$ cat src/rtl/matvec_nxn_pipe_pkg.sv
`default_nettype none
// +----------------------------------------------------------------------------+
// | matvec_pkg : width helpers and saturating resize for matvec_nxn_pipe       |
// | Revision   : 1.0  initial release                                          |
// +----------------------------------------------------------------------------+
package matvec_pkg;

  // Product width: a full signed DW x DW product (-2^(DW-1) squared needs 2*DW bits)
  function automatic int pw_f(input int dw);
    return 2 * dw;
  endfunction

  // Sum width: product width plus growth for N terms
  function automatic int sw_f(input int dw, input int n);
    return 2 * dw + $clog2(n);
  endfunction

  function automatic logic signed [63:0] sat_hi(input int ow);
    return (64'sd1 <<< (ow - 1)) - 64'sd1;
  endfunction

  function automatic logic signed [63:0] sat_lo(input int ow);
    return -(64'sd1 <<< (ow - 1));
  endfunction

  function automatic logic sat_ovf(input logic signed [63:0] v, input int ow);
    return (v > sat_hi(ow)) || (v < sat_lo(ow));
  endfunction

  function automatic logic signed [63:0] sat_resize(input logic signed [63:0] v, input int ow);
    if (v > sat_hi(ow)) return sat_hi(ow);
    if (v < sat_lo(ow)) return sat_lo(ow);
    return v;
  endfunction

endpackage
`default_nettype wire

$ cat src/rtl/matvec_nxn_pipe_dot_row.sv
`default_nettype none
// +----------------------------------------------------------------------------+
// | matvec_dot_row : one row of the matrix-vector product, 2 register stages   |
// | Clamps on overflow when MATVEC_SAT_EN is defined, otherwise wraps.         |
// | Revision       : 1.0  initial release                                      |
// +----------------------------------------------------------------------------+
module matvec_dot_row
  import matvec_pkg::*;
#(
  parameter int N  = 3,
  parameter int DW = 9,
  parameter int OW = sw_f(DW, N)
) (
  input  logic              iclk,
  input  logic              irst_n,
  input  logic              ien,
  input  logic [N*DW-1:0]   irow,
  input  logic [N*DW-1:0]   ivec,
  output logic [OW-1:0]     odata,
  output logic              osat
);

  localparam int PW = pw_f(DW);
  localparam int SW = sw_f(DW, N);

  logic signed [PW-1:0] w_a    [N];
  logic signed [PW-1:0] w_b    [N];
  logic signed [PW-1:0] r_prod [N];
  logic signed [SW-1:0] w_sum;
  logic signed [OW-1:0] w_res;
  logic        [OW-1:0] r_data;

  for (genvar c = 0; c < N; c++) begin : g_col
    assign w_a[c] = PW'($signed(irow[c*DW +: DW]));
    assign w_b[c] = PW'($signed(ivec[c*DW +: DW]));
  end

  always_ff @(posedge iclk or negedge irst_n) begin
    if (!irst_n) begin
      for (int c = 0; c < N; c++) r_prod[c] <= '0;
    end else if (ien) begin
      for (int c = 0; c < N; c++) r_prod[c] <= w_a[c] * w_b[c];
    end
  end

  always_comb begin
    w_sum = '0;
    for (int c = 0; c < N; c++) w_sum = w_sum + SW'(r_prod[c]);
  end

`ifdef MATVEC_SAT_EN
  logic w_ovf;
  logic r_sat;

  assign w_res = OW'(sat_resize(64'(w_sum), OW));
  assign w_ovf = sat_ovf(64'(w_sum), OW);

  always_ff @(posedge iclk or negedge irst_n) begin
    if (!irst_n)   r_sat <= 1'b0;
    else if (ien)  r_sat <= w_ovf;
  end

  assign osat = r_sat;
`else
  // Sign-extend first so OW wider than SW also works, then keep the low OW bits
  assign w_res = OW'(64'(w_sum));
  assign osat  = 1'b0;
`endif

  always_ff @(posedge iclk or negedge irst_n) begin
    if (!irst_n)   r_data <= '0;
    else if (ien)  r_data <= w_res;
  end

  assign odata = r_data;

endmodule
`default_nettype wire

$ cat src/rtl/matvec_nxn_pipe.sv
`default_nettype none
// +----------------------------------------------------------------------------+
// | matvec_nxn_pipe : signed NxN matrix times Nx1 vector, 2-stage pipeline     |
// | with valid/ready back-pressure. Optional clamp via MATVEC_SAT_EN.          |
// | Revision        : 1.0  initial release                                     |
// +----------------------------------------------------------------------------+
module matvec_nxn_pipe
  import matvec_pkg::*;
#(
  parameter int N  = 3,
  parameter int DW = 9,
  parameter int OW = sw_f(DW, N)
) (
  input  logic              iclk,
  input  logic              irst_n,
  input  logic [N*N*DW-1:0] iData_a,
  input  logic [N*DW-1:0]   iData_b,
  input  logic              ivalid,
  output logic              oready,
  output logic [N*OW-1:0]   odata,
  output logic              ovalid,
  input  logic              iready,
  output logic [N-1:0]      osat
);

  logic w_en;
  logic r_v1;
  logic r_ovalid;

  // The whole pipeline moves unless a valid result is waiting on downstream
  assign w_en   = iready | ~r_ovalid;
  assign oready = w_en;
  assign ovalid = r_ovalid;

  always_ff @(posedge iclk or negedge irst_n) begin
    if (!irst_n) begin
      r_v1     <= 1'b0;
      r_ovalid <= 1'b0;
    end else if (w_en) begin
      r_v1     <= ivalid;
      r_ovalid <= r_v1;
    end
  end

  for (genvar r = 0; r < N; r++) begin : g_row
    matvec_dot_row #(
      .N  (N),
      .DW (DW),
      .OW (OW)
    ) u_row (
      .iclk   (iclk),
      .irst_n (irst_n),
      .ien    (w_en),
      .irow   (iData_a[r*N*DW +: N*DW]),
      .ivec   (iData_b),
      .odata  (odata[r*OW +: OW]),
      .osat   (osat[r])
    );
  end

endmodule
`default_nettype wire

$ cat config.mk
export PLATFORM = sky130hd
export DESIGN_NAME = matvec_nxn_pipe
export DESIGN_NICKNAME = d
export VERILOG_FILES = /design/src/rtl/matvec_nxn_pipe_pkg.sv /design/src/rtl/matvec_nxn_pipe_dot_row.sv /design/src/rtl/matvec_nxn_pipe.sv
export SDC_FILE = /design/constraint.sdc
export NUM_CORES = 2
export LEC_CHECK = 0
export CAP_MARGIN = 0
export CORE_ASPECT_RATIO = 1.1
export CORE_MARGIN = 3
export CORE_UTILIZATION = 50
export DETAILED_ROUTE_END_ITERATION = 16
export GPL_TIMING_DRIVEN = 1
export PLACE_DENSITY = 0.68
export SKIP_CTS_REPAIR_TIMING = 1
export SLEW_MARGIN = 20
export SYNTH_ARGS = -nofsm -noshare
export SYNTH_HDL_FRONTEND = slang
export SYNTH_HIERARCHICAL = 1
export SYNTH_SLANG_ARGS = --single-unit
export TNS_END_PERCENT = 20
$ cat constraint.sdc
create_clock -name iclk -period 4 [get_ports iclk]
set_input_delay 1.2 -clock iclk [delete_from_list [all_inputs] [get_ports iclk]]
set_output_delay 1.2 -clock iclk [all_outputs]
set_load 0.01 [all_outputs]
Word level (Yosys, flattened, before mapping) --
Index checks and enable logic that the tools add are counted.
Cells by class: add/subtract/negate cells 6, multiply operators 9, bitwise gates (word level) 2
Operators by type and width (count):
- multiplier 9 x 9 -> 18 bit | 9
- adder 19 x 18 -> 20 bit | 3
- adder 18 x 18 -> 19 bit | 3
- inverter 1 bit | 1
- bitwise OR 1 bit | 1
Storage, ports and cells: register bits after elaboration 224, bits of input ports 112, word-level logic and storage cells 31

Logic depth before layout (Yosys ltp) --
depth in word-level cells 2, depth in mapped cells 18, gate-level depth less buffers 17

Hierarchy --
The synthesis kept the hierarchy.
Modules (own cells, without submodules):
- matvec_dot_row at g_row[0].u_row | instances 1, cells an instance 1355, area an instance 13198.9 um2, sequential area each 1851.8 um2
- matvec_dot_row at g_row[1].u_row | instances 1, cells an instance 1367, area an instance 13090.1 um2, sequential area each 1851.8 um2
- matvec_dot_row at g_row[2].u_row | instances 1, cells an instance 1313, area an instance 12877.4 um2, sequential area each 1851.8 um2
- matvec_nxn_pipe | instances 1, cells an instance 5, area an instance 86.3 um2, sequential area each 50.0 um2

Least setup slack after synthesis --
Ideal clock, no wire load.
path type input port to flip-flop, from input port iData_b[18], to register g_row[0].u_row/r_prod[16] (netlist bit), library setup time 0.134 ns, arrival time 5.733 ns, required time 3.866 ns, slack -1.867 ns, cell stages on the path 15, cell sequence clkbuf_1 > nand2_1 > fa_1 > inv_1 > fa_1 > fa_1 > fa_1 > ha_1 > ha_1 > a21o_1 > a21oi_1 > inv_1 > a2111oi_0 > nor3_1 > nand4b_1
On the way: word-level cells in the longest chain between the ends 1
RTL lines:
- from (decl) | line matvec_nxn_pipe.sv:17 | input logic [N*DW-1:0] iData_b,
- multiplier 9 x 9 -> 18 bit | line matvec_nxn_pipe_dot_row.sv:42 | for (int c = 0; c < N; c++) r_prod[c] <= w_a[c] * w_b[c];
- to (decl) | line matvec_nxn_pipe_dot_row.sv:28 | logic signed [PW-1:0] r_prod [N];
No other way between the ends. A chain may end at the register's enable or synchronous reset.

Final worst setup path --
from input port iData_b[9], to register g_row[0].u_row/r_prod[35] (netlist bit)
Same word-level chain as after synthesis.

==> results.md <==
- Reg-to-reg slack, setup: 0.87 ns
- Combinational share of power: 0.856
- # port buffers: 173
- #FFs+latches synth: 224
- Synth cell count leaders: inv_1, fa_1, nand2_1, ha_1, and2_1
- Io pins: 177
- Asr flop ratio synth: 1.00
- Grt ovf: 0
- Worst Setup Path Type: in -> reg
- Final setup vio count: 110
- Count leader, synth: inv_1
- Final hold violations: 0
- Drt pass-1 iters: 5
- Cell taking the most area after synthesis: fa_1
- Final ANT Viol Nets: 0
- Die area: about 82000 µm²
- Data required time at the worst endpoint: 4.43 ns
- Clk sinks: 224
- Routed Wire Length: 102000 µm
- Internal Pwr Total: ~0.028 W
- Wire per inst: 17.5 µm
- HPWL after DPL: 79700 µm
- CTS Buffer Depth: 3
- Relative slew slack: 0.371
- Critical Path Fanout Max: 6
- Syn Inst Count: 4040
- Worst-Margin Slew: 0.920 ns
- Peak Freq: between 150 and 200 MHz
- Syn nets: 5235
- Vias after detailed routing: about 30000
- Layout area overhead: 30.4%
- Seq/Total Area, Yosys: 0.143
- Yosys top cell area share: 0.350
- Period utilization: 1.36
- CORE AREA: 77600 µm²
- CTS Buf Count: 27
- Synth top area cells: fa_1, dfrtp_1, ha_1, inv_1, and2_1
- Final WS setup: -1.44 ns
- Clk_lat worst skew: approximately 0.56 ns
- GP Congestion: 0.889
- Sequential Power Share: 0.093
- Failing checks: negative setup slack
- Top FF cell, synth: dfrtp_1
- CP endpoint kind: flop
- Clk_skew: 0.0143 ns
- Nets: 5971
- Worst Path Arrival: 5.87 ns
- Max Cap Viol: 0
- Fraction of layout cells with a size suffix above 1: 0.265
- Hold WS: 0.472 ns
- Clock network power share: 0.051
- Initial antenna violation count: 7
- Tightest Hold Check Type: reg -> reg
- Syn_area_per_cell: just under 10 µm²
- Root buffer cell: clkbuf_16
- GRT Util Overall: 0.240
- Mapped cell area: 39300 µm²
- Vias in the first global route: about 32000
- Starting Density: 0.506
- Synth cell types: between 80 and 90
- Status: finished, violations left
- Startpoint Class: primary input
- Clock transition at the registers of the reported paths: approximately 0.06 ns
- Vias per cell: ~5.3
- First-pass GRT wire length: roughly 160000 µm
- DRC viols: 0
- Die height: 300 µm
- Post-synth EDFFs: 0
- Largest net degree at the start of global routing: between 100 and 150
- Maximum VDD drop: 0.575 mV
- Slew Limit Fails: 0
- Total design power: 0.0514 W
- RSZ-0062 raised after global routing: yes
- CTS tree: done
- Synth warn: 6
- H-Tree Depth: 1
- Sw frac: 0.454
- DR iter-0 viols: 1287
- Sw power: 0.0234 W
- Die X: roughly 270 µm
- Pwr Density: 1000 nW/µm²
- Leakage Power: 25.4 nW
- Std-Cell Rows: 107
- Min Clock Period, post-route: 5.44 ns
per-stage QoR:
step / instances / area, µm² / utilization / worst slack, ns / TNS, ns
floorplan: 4040 / 40400 / - / -1.62 / -116.69
global placement: 5672 / 47100 / 0.607 / -2.30 / -216.96
detailed placement: 5672 / 47100 / 0.607 / -2.33 / -221.60
CTS: 5718 / 48000 / 0.619 / -1.74 / -150.06
global route: 5828 / 51200 / 0.659 / -1.55 / -116.28
finish: 5835 / 51200 / 0.659 / -1.44 / -103.41
path summary, 6_finish.rpt:
check	cells past startpoint	to	start
hold / removal	1	ovalid	r_v1
max in group asynchronous	2	g_row[2].u_row/r_prod[29]	irst_n
hold reg to reg	1	ovalid	r_v1
setup reg to reg	10	g_row[0].u_row/odata[15]	g_row[0].u_row/r_prod[1]
setup / recovery	21	g_row[0].u_row/r_prod[35]	iData_b[9]
min in group asynchronous	1	g_row[1].u_row/odata[19]	irst_n
placed cells by master (no fill, tap or decap), drive strengths merged, types with 38 or more instances in the layout:
cell type / instances
o21a: 38
and2: 305
mux2: 129
nor2b: 77
clkbuf: 67
dfrtp: 224
nand2: 431
clkdlybuf4s50: 70
xnor2: 122
nor3: 46
a21o: 47
dlymetal6s2s: 66
buf: 670
nor2: 87
fa: 687
inv: 749
o21ai: 75
a21oi: 102
ha: 396
area by class of cell:
class	instances	area (µm²)
flip-flops and latches	224	5610
multi-input cells	2935	32700
inverters	748	2820
clock buffers	33	718
repair buffers	840	7830
well taps	1035	1290
fillers	6024	26500
clock inverters	13	203
diodes	7	17.5
registers in the layout, indices dropped and copies added (netlist names):
signal / flops
r_v1: 1
ovalid: 1
g_row.u_row/r_prod: 162
g_row.u_row/odata: 60
per-layer routing:
layer / track usage / up-vias / share of wire
met4: 0.0907 / 0 / 0.044
met2: 0.428 / 642 / 0.51
met5: 0 / - / 0
met3: 0.0247 / 183 / 0.045
li1: - / 14300 / -
met1: 0.301 / 15500 / 0.40
critical path: stages:
cell and delay, ns:
buf_6 0.09, buf_6 0.11, buf_6 0.11, buf_12 0.14, buf_4 0.14, nand2_4 0.06, inv_2 0.05, fa_2 0.64
buf_6 0.12, fa_1 0.41, fa_1 0.49, inv_1 0.05, fa_1 0.47, inv_1 0.04, ha_1 0.27, ha_2 0.19
or3_1 0.34, o211a_1 0.26, a311oi_2 0.31, xnor2_1 0.12, mux2_4 0.26
power groups by stage:
stage | clock network (W) | logic, W | registers (W)
6_report | 0.00261 | 0.0440 | 0.00477
5_1_grt | 0.00276 | 0.0490 | 0.00488
4_1_cts | 0.00267 | 0.0398 | 0.00481
3_5_place_dp | 0 | 0.0394 | 0.00483
3_3_place_gp | 0 | 0.0387 | 0.00481
2_1_floorplan | 0 | 0.0271 | 0.00443
kinds of logic (layout without fill, tap and decap cells):
kind of cell	count (synthesis)	count (layout)	synth area share
AND/OR/NAND/NOR	1101	1101	0.142
adder cells (fa/ha/maj)	1083	1083	0.477
buffers and inverters	881	1634	0.0845
AO/OA/AOI/OAI	467	467	0.0822
flip-flops	224	224	0.143
XOR/XNOR	148	148	0.0332
multiplexers	133	133	0.0381
other	3	10	0.000287
Power figures use the tool's default switching activity.
